File: src/rtl/dmem_ctrl_if.sv
// rtl/dmem_ctrl_if.sv - single-beat 64-bit data bus between dmem_ctrl and memory
//
// Purpose: groups the byte-enabled data-memory bus so the controller and the
// memory model share one bundle.
// Signals:
//   bus_req    controller -> memory  request, held until bus_ready
//   bus_we     controller -> memory  1 = write
//   bus_addr   controller -> memory  doubleword-aligned address
//   bus_be     controller -> memory  byte enables
//   bus_wdata  controller -> memory  store data in byte lanes
//   bus_err    controller -> memory  one-cycle timeout pulse
//   bus_rdata  memory -> controller  read data, valid with bus_ready
//   bus_ready  memory -> controller  completes the beat
// Modports: master (controller side), slave (memory side).
interface dmem_ctrl_if #(
  parameter int ADDR_W = 64
);
  logic              bus_req;
  logic              bus_we;
  logic [ADDR_W-1:0] bus_addr;
  logic [7:0]        bus_be;
  logic [63:0]       bus_wdata;
  logic              bus_err;
  logic [63:0]       bus_rdata;
  logic              bus_ready;

  modport master (
    output bus_req, bus_we, bus_addr, bus_be, bus_wdata, bus_err,
    input  bus_rdata, bus_ready
  );

  modport slave (
    input  bus_req, bus_we, bus_addr, bus_be, bus_wdata, bus_err,
    output bus_rdata, bus_ready
  );
endinterface

File: src/rtl/dmem_ctrl.sv
// rtl/dmem_ctrl.sv - MEM-stage data-memory responder with wait states and timeout
//
// Purpose: turns one load/store per instruction into a single-beat byte-enabled
// bus transaction, stalls the pipeline until it completes, and returns load
// data sign/zero-extended to 64 bits. A watchdog forces completion after
// TIMEOUT cycles in WAIT.
// Optional macro: DMEM_MISALIGN_TRAP_EN adds output misalignM; misaligned
// requests then skip the bus and complete with misalignM=1. Without it,
// misaligned offsets are force-aligned to the access size.
// Ports:
//   clk, rst             clock (rising edge), asynchronous active-high reset
//   memreadM, memwriteM  load / store request from MEM stage
//   RW_typeM             size/sign: B,H,W,D,BU,HU,WU, 111 treated as D
//   addrM, wdataM        byte address, right-justified store data
//   rdataM, rvalidM      extended load data, one-cycle completion strobe
//   stallM               holds IF..MEM while an access is outstanding
//   misalignM            (optional) misaligned-access flag with rvalidM
//   bus                  dmem_ctrl_if master modport
module dmem_ctrl #(
  parameter int ADDR_W  = 64,
  parameter int TIMEOUT = 255
) (
  input  logic              clk,
  input  logic              rst,
  input  logic              memreadM,
  input  logic              memwriteM,
  input  logic [2:0]        RW_typeM,
  input  logic [ADDR_W-1:0] addrM,
  input  logic [63:0]       wdataM,
  output logic [63:0]       rdataM,
  output logic              rvalidM,
  output logic              stallM,
`ifdef DMEM_MISALIGN_TRAP_EN
  output logic              misalignM,
`endif
  dmem_ctrl_if.master       bus
);

  typedef enum logic [1:0] {IDLE, WAIT, RESP} state_t;

  // Last counter value before the watchdog fires: WAIT lasts at most TIMEOUT cycles.
  localparam logic [15:0] LAST = 16'(TIMEOUT - 1);

  state_t      state;
  logic [15:0] cnt;
  logic [2:0]  type_q;
  logic [2:0]  off_q;
  logic        load_q;

  logic        req;
  logic [2:0]  eoff;
  logic [7:0]  be_base;
  logic [63:0] shifted;

  // Offset bits below the access size are dropped (H: o&6, W: o&4, D: 0).
  function automatic logic [2:0] eff_off(input logic [2:0] t, input logic [2:0] o);
    case (t[1:0])
      2'b00:   return o;
      2'b01:   return {o[2:1], 1'b0};
      2'b10:   return {o[2], 2'b00};
      default: return 3'b000;
    endcase
  endfunction

  function automatic logic [63:0] extract(input logic [2:0] t, input logic [63:0] d);
    case (t)
      3'b000:  return {{56{d[7]}},  d[7:0]};
      3'b001:  return {{48{d[15]}}, d[15:0]};
      3'b010:  return {{32{d[31]}}, d[31:0]};
      3'b100:  return {56'd0, d[7:0]};
      3'b101:  return {48'd0, d[15:0]};
      3'b110:  return {32'd0, d[31:0]};
      default: return d;
    endcase
  endfunction

  always_comb begin
    req  = memreadM | memwriteM;
    eoff = eff_off(RW_typeM, addrM[2:0]);
    case (RW_typeM[1:0])
      2'b00:   be_base = 8'h01;
      2'b01:   be_base = 8'h03;
      2'b10:   be_base = 8'h0F;
      default: be_base = 8'hFF;
    endcase
    shifted = bus.bus_rdata >> {off_q, 3'b000};
  end

`ifdef DMEM_MISALIGN_TRAP_EN
  logic mis;
  always_comb begin
    case (RW_typeM[1:0])
      2'b01:   mis = addrM[0];
      2'b10:   mis = |addrM[1:0];
      2'b11:   mis = |addrM[2:0];
      default: mis = 1'b0;
    endcase
  end
`endif

  // Stall starts combinationally in the request cycle; gated by rst so every
  // output reads 0 while reset is held.
  always_comb begin
    stallM = ~rst & (((state == IDLE) & req) | (state == WAIT));
  end

  always_ff @(posedge clk or posedge rst) begin
    if (rst) begin
      state         <= IDLE;
      cnt           <= 16'd0;
      type_q        <= 3'd0;
      off_q         <= 3'd0;
      load_q        <= 1'b0;
      rdataM        <= 64'd0;
      rvalidM       <= 1'b0;
      bus.bus_req   <= 1'b0;
      bus.bus_we    <= 1'b0;
      bus.bus_addr  <= '0;
      bus.bus_be    <= 8'd0;
      bus.bus_wdata <= 64'd0;
      bus.bus_err   <= 1'b0;
`ifdef DMEM_MISALIGN_TRAP_EN
      misalignM     <= 1'b0;
`endif
    end else begin
      rvalidM     <= 1'b0;
      bus.bus_err <= 1'b0;
`ifdef DMEM_MISALIGN_TRAP_EN
      misalignM   <= 1'b0;
`endif
      case (state)
        IDLE: begin
          if (req) begin
`ifdef DMEM_MISALIGN_TRAP_EN
            if (mis) begin
              rdataM    <= 64'd0;
              rvalidM   <= 1'b1;
              misalignM <= 1'b1;
              state     <= RESP;
            end else
`endif
            begin
              // Store wins when both requests are present.
              bus.bus_req   <= 1'b1;
              bus.bus_we    <= memwriteM;
              bus.bus_addr  <= {addrM[ADDR_W-1:3], 3'b000};
              bus.bus_be    <= be_base << eoff;
              bus.bus_wdata <= wdataM << {eoff, 3'b000};
              type_q        <= RW_typeM;
              off_q         <= eoff;
              load_q        <= ~memwriteM;
              cnt           <= 16'd0;
              state         <= WAIT;
            end
          end
        end
        WAIT: begin
          // Ready is checked first so it beats a same-cycle timeout.
          if (bus.bus_ready) begin
            bus.bus_req <= 1'b0;
            if (load_q) rdataM <= extract(type_q, shifted);
            rvalidM     <= 1'b1;
            state       <= RESP;
          end else if (cnt == LAST) begin
            bus.bus_req <= 1'b0;
            bus.bus_err <= 1'b1;
            if (load_q) rdataM <= 64'd0;
            rvalidM     <= 1'b1;
            state       <= RESP;
          end else begin
            cnt <= cnt + 16'd1;
          end
        end
        default: begin
          // RESP: the MEM instruction is still present but must not reissue.
          state <= IDLE;
        end
      endcase
    end
  end

endmodule

File: src/flat_wrapper.sv
// flat-port wrapper written by rule: the top's interface ports become plain ports
module dmem_ctrl_flat 
#(
  parameter int ADDR_W  = 64,
  parameter int TIMEOUT = 255
)
  (clk, rst, memreadM, memwriteM, RW_typeM, addrM, wdataM, rdataM, rvalidM, stallM, bus_bus_req, bus_bus_we, bus_bus_addr, bus_bus_be, bus_bus_wdata, bus_bus_err, bus_bus_rdata, bus_bus_ready);
  dmem_ctrl_if #(.ADDR_W(ADDR_W)) bus_i ();
  input  logic clk;
  input  logic rst;
  input  logic memreadM;
  input  logic memwriteM;
  input  logic [2:0] RW_typeM;
  input  logic [ADDR_W-1:0] addrM;
  input  logic [63:0] wdataM;
  output logic [63:0] rdataM;
  output logic rvalidM;
  output logic stallM;
  output wire logic [$bits(bus_i.bus_req)-1:0] bus_bus_req;
  output wire logic [$bits(bus_i.bus_we)-1:0] bus_bus_we;
  output wire logic [$bits(bus_i.bus_addr)-1:0] bus_bus_addr;
  output wire logic [$bits(bus_i.bus_be)-1:0] bus_bus_be;
  output wire logic [$bits(bus_i.bus_wdata)-1:0] bus_bus_wdata;
  output wire logic [$bits(bus_i.bus_err)-1:0] bus_bus_err;
  input wire logic [$bits(bus_i.bus_rdata)-1:0] bus_bus_rdata;
  input wire logic [$bits(bus_i.bus_ready)-1:0] bus_bus_ready;
  assign bus_bus_req = bus_i.bus_req;
  assign bus_bus_we = bus_i.bus_we;
  assign bus_bus_addr = bus_i.bus_addr;
  assign bus_bus_be = bus_i.bus_be;
  assign bus_bus_wdata = bus_i.bus_wdata;
  assign bus_bus_err = bus_i.bus_err;
  assign bus_i.bus_rdata = bus_bus_rdata;
  assign bus_i.bus_ready = bus_bus_ready;
  dmem_ctrl #(.ADDR_W(ADDR_W), .TIMEOUT(TIMEOUT)) u_core (.clk(clk), .rst(rst), .memreadM(memreadM), .memwriteM(memwriteM), .RW_typeM(RW_typeM), .addrM(addrM), .wdataM(wdataM), .rdataM(rdataM), .rvalidM(rvalidM), .stallM(stallM), .bus(bus_i));
endmodule
File: config.mk
export PLATFORM = sky130hd
export DESIGN_NAME = dmem_ctrl_flat
export DESIGN_NICKNAME = d
export VERILOG_FILES = /design/src/rtl/dmem_ctrl_if.sv /design/src/rtl/dmem_ctrl.sv /design/src/flat_wrapper.sv
export SDC_FILE = /design/constraint.sdc
export NUM_CORES = 1
export LEC_CHECK = 0
export ABC_AREA = 1
export BUFFER_PORTS_ARGS = -buffer_cell sky130_fd_sc_hd__buf_4
export CORE_UTILIZATION = 45
export CTS_BUF_LIST = sky130_fd_sc_hd__clkbuf_16
export CTS_CLUSTER_SIZE = 24
export DETAILED_ROUTE_END_ITERATION = 6
export GPL_ROUTABILITY_DRIVEN = 1
export PLACE_DENSITY = 0.72
export SETUP_SLACK_MARGIN = 0.02
export SLEW_MARGIN = 20
export SYNTH_ARGS = -nofsm -noshare
export SYNTH_HDL_FRONTEND = slang
export SYNTH_SLANG_ARGS = --single-unit
File: constraint.sdc
create_clock -name clk -period 10.6 [get_ports clk]
set_input_delay 3.18 -clock clk [delete_from_list [all_inputs] [get_ports clk]]
set_output_delay 3.18 -clock clk [all_outputs]
set_load 0.03 [all_outputs]
# Word-level counts from Yosys, hierarchy flattened
# Cells that the tools add are included.
# classes
eq_ne	13
bitwise	6
reduce_logical	10
add_sub_neg	1
n_mux	24
shifts	3
# ops
cell	n
one-hot mux 64 bit (6 select lines)	1
two-way mux 64 bit	4
left shift 64 x 6 -> 64 bit	1
>> shifter 64 x 6 -> 64 bit	1
two-way mux 16 bit	3
one-hot mux 16 bit (2 select lines)	1
one-hot mux 8 bit (3 select lines)	1
adder 16 x 1 -> 16 bit, second input constant	1
== test 16 x 8 -> 1 bit, second input constant	1
== test 3 bit, second input constant	3
one-hot mux 3 bit (3 select lines)	1
two-way mux 1 bit	8
left shift 8 x 3 -> 8 bit	1
two-way mux 2 bit	3
AND reduction 3 bit	2
== test 2 x 1 -> 1 bit, second input constant	2
logical NOT 2 bit	2
inequality test 2 bit, second input constant	2
one-hot mux 2 bit (2 select lines)	1
AND reduction 2 bit	2
AND reduction 4 bit	1
nonzero test 2 bit	2
== test 3 x 1 -> 1 bit, second input constant	1
== test 3 x 2 -> 1 bit, second input constant	1
8 further kinds	11
# totals
regBits	226
input_bits	200
output_inout_bits	205

# Longest topological paths before layout
# depth
ltp_word	4
depth_mapped	13
ltp_nobuf	10

# Worst setup path before layout
# OpenSTA, ideal clock, no wires.
# synth_path
path_kind	input to output
from	in memwriteM
to	out stallM
slack_ps	3052
required_ps	7420
arrival_time_ps	4368
n_path_buf	2
cell_stages	6
cell_sequence	nor2_1 > nor3_4 > inv_2 > clkbuf_1 > buf_2 > a21oi_1
# synth_via
elab_chain_cells	4
# synth_rtl
element	line_no	text
start: declaration	flat_wrapper.sv:12	input logic memwriteM;
bitwise OR 1 bit	dmem_ctrl.sv:78	req = memreadM | memwriteM;
bitwise AND 1 bit	dmem_ctrl.sv:104	stallM = ~rst & (((state == IDLE) & req) | (state == WAIT));
bitwise OR 1 bit	dmem_ctrl.sv:104	
bitwise AND 1 bit	dmem_ctrl.sv:104	
end: declaration	flat_wrapper.sv:18	output logic stallM;
# No other way between the ends.

# Final worst setup path
# Same ends and word-level chain as after synthesis.

==> results.cfg <==
[synth]
avgSynthCellArea_um2 = 7.115
synth_top_area_share_pct = 44.68
yosysTopAreaCell = dfrtp_1
yosysMostFrequentCell = nand2_1
async_flop_share_pct = 100.0
postSynthCellCount = 1779
synth_common_cells = nand2_1, dfrtp_1, nand3_1
synth_edf_count = 0
yosysUniqueCellTypes = 36
synthFlopType = dfrtp_1
synth_area_leaders = dfrtp_1, nand2_1, nand3_1
syn_area_mm2 = 0.01266
ys_seq_elements = 226
ys.warnings.count = 0
seq_area_frac_synth_pct = 44.68

[placement]
hpwl_mm = 31.44
place_congestion = 0.9460
portBuffers = 401

[floorplanning]
die-height_um = 169.7
die_w_um = 169.7
num_rows = 61
io_pins = 405
initial_core_util_pct = 45.68
core-area_mm2 = 0.02771
dieArea_mm2 = 0.02880

[timing]
fmax_mhz = 122.2
hold_violations = 0
slew_headroom_pct = 28.71
rsz0062_at_grt = no
setup_violations = 0
drv_slew = 0
hold_ws_ns = 0.4673
clock_skew_ns = 0.01592
worst_pin_slew_ns = 1.068
tns_ns = 0
finalCriticalPeriod_ns = 8.182
fin_crit_sh_pct = 77.19

[worst_setup_path]
cp_max_fo = 77
worstSetupEndpointType = primary output
path_delay_family = buffers and inverters
critPathSlowestCell = buf_4
r2r_cells = 6
worstPathBufferInverterCount = 4
cp.required_ns = 7.42
critPathArrivalTime_ns = 5.00
crit_top_cell = buf_4
max_stage_delay_ns = 0.64
path_cells = buf_4 -> nor2_1 -> nor3_4 -> buf_4 -> inv_4 -> a21oi_1 -> buf_4
worstSetupPathDepth = 7
startpoint_type = input pin
crit_type = in -> out

[routing]
dr_total_vias = 13490
drc = 0
via_per_inst = 5.394
drt-initial-drc-count = 1301
final_antenna_net_count = 0
drt-pass1-iter-count = 6
wirelength_mm = 44.64
detail_route.wl_per_cell_um = 17.85

[global_routing]
grtUsageTotal_pct = 30.58
grt_pass1_wl_mm = 69.07
grt_pass1_vias = 12710
antenna_found_initial = 2
grt_max_degree = 91
grt_overflow = 0

[hold_path]
hold_class = reg -> reg
hold_depth = 2

[cts]
cts_resized = 0
postCtsSetupRepairBufs = 0
cts_buffers = 27
clockRootBuffer = clkbuf_16
clk_latency_ns = 0.53
htreeDepth = 1
postCtsHoldBufs = 0
clk_pin_slew_worst_paths_ns = 0.06
cts.sinks = 226
clk_path_buf_depth = 3
cts_tree = done

[pwr]
worst_ir_drop_vdd_v = 0.0002061
p_leak_uw = 0.008906
power_density_mw_per_mm2 = 311.5
internal_power_uw = 2671
clkPwrFrac_pct = 18.5
combPwrFrac_pct = 52.8
swShare_pct = 48.18
power_frac_seq_pct = 28.7
p_switching_uw = 2483

[job]
max_cap_viol_count = 0

[final_layout]
fin_nets = 2302
drive_gt1_share_pct = 22.64
area_delta_synth_final_pct = 30.70

[run_status]
status = complete, no violations
[layout by cell type, fill, tap and decap left out, types with 2 or more instances in the layout]
| cell type | instances |
|---|---|
| o22ai_1 | 8 |
| a21oi_1 | 65 |
| dfrtp_1 | 225 |
| conb_1 | 3 |
| inv_1 | 79 |
| xor2_1 | 6 |
| nor2_4 | 2 |
| inv_2 | 7 |
| buf_4 | 413 |
| o211ai_1 | 29 |
| nand2_4 | 2 |
| o21a_1 | 2 |
| nand3_1 | 154 |
| or2_2 | 3 |
| o31ai_1 | 7 |
| nand2_2 | 6 |
| a22o_1 | 26 |
| clkinvlp_4 | 3 |
| bufinv_16 | 5 |
| o21ai_0 | 140 |
| clkinv_2 | 3 |
| nor3_1 | 9 |
| clkinv_1 | 7 |
| ha_1 | 2 |
| nand4_1 | 6 |
| nor2_1 | 92 |
| nand2_1 | 735 |
| clkbuf_16 | 27 |
| o21ai_1 | 29 |
| diode_2 | 2 |
| a22oi_1 | 15 |
| nor2_2 | 2 |
[final timing paths]
| path | slack, ns | endpoint | from |
|---|---|---|---|
| max | 2.42 | stallM | memwriteM |
| min | 0.47 | u_core.bus.bus_addr[23] | u_core.bus.bus_addr[23] |
| max reg2reg | 7.19 | u_core.rdataM[6] | u_core.state[0] |
| min reg2reg | 0.47 | u_core.bus.bus_addr[23] | u_core.bus.bus_addr[23] |
| max in group asynchronous | 6.45 | u_core.off_q[0] | rst |
| min in group asynchronous | 2.74 | u_core.bus.bus_addr[44] | rst |
[routing by layer]
layer | global-route usage, % | up-vias | wire (um)
li1 | - | 6433 | -
met1 | 39.07 | 6267 | 17600
met2 | 48.50 | 659 | 20520
met3 | 7.416 | 126 | 4259
met4 | 14.88 | 0 | 2254
met5 | 0 | - | 0
[cell type report]
type                    count  area (um2)
fillers                  2652       11160
multi-input cells        1348        6078
flip-flops and latches    226        5657
repair buffers            413        3100
clock buffers              27       675.6
well taps                 378       473.0
inverters                  84       325.3
clock inverters            22       229.0
diodes                      2       5.005
[worst min-delay path: cells and delay by family, from the launching register on]
family           cells  cell delay [ns]
AND/OR/NAND/NOR      2             0.09
flip-flops           1             0.34
[kinds of logic (layout without fill, tap and decap cells)]
family / Yosys count / count (layout) / share of synthesized area (%)
xor gates and xnor gates: 6 / 6 / 0.4152
AOI/OAI and AO/OA: 321 / 321 / 14.59
DFF: 226 / 226 / 44.68
other: 1 / 5 / 0.02963
adders and majority gates: 2 / 2 / 0.1977
and+or+nand+nor: 1016 / 1016 / 32.69
buffers and inverters: 207 / 546 / 7.394
[per-stage QoR]
stage | power (uW) | area (um2) | worst slack (ns) | util [%] | instances
2_1_floorplan | 3250 | 12660 | 1.229 | - | 1781
3_3_place_gp | 4163 | 15630 | 2.400 | 56.43 | 2449
3_5_place_dp | 4194 | 15630 | 2.386 | 56.43 | 2449
4_1_cts | 5166 | 16540 | 2.384 | 59.69 | 2498
5_1_grt | 5476 | 16540 | 2.248 | 59.70 | 2499
6_report | 5154 | 16540 | 2.418 | 59.71 | 2500
[power groups by stage]
stage                     registers (uW)  logic, uW  clock network [uW]
after floorplan                     2080       1170                   0
after global placement              1470       2690                   0
after detailed placement            1470       2720                   0
after CTS                           1470       2720                 970
after global routing                1520       2950                1010
final                               1480       2720                 954
[registers in the layout, summed over array words and instances, names as in the netlist, 2 cells and up]
| signal | flops |
|---|---|
| u_core.bus.bus_addr | 61 |
| u_core.bus.bus_be | 8 |
| u_core.bus.bus_wdata | 64 |
| u_core.cnt | 16 |
| u_core.off_q | 3 |
| u_core.rdataM | 64 |
| u_core.state | 2 |
| u_core.type_q | 3 |
Note: power is estimated with default switching activity, not from simulation.
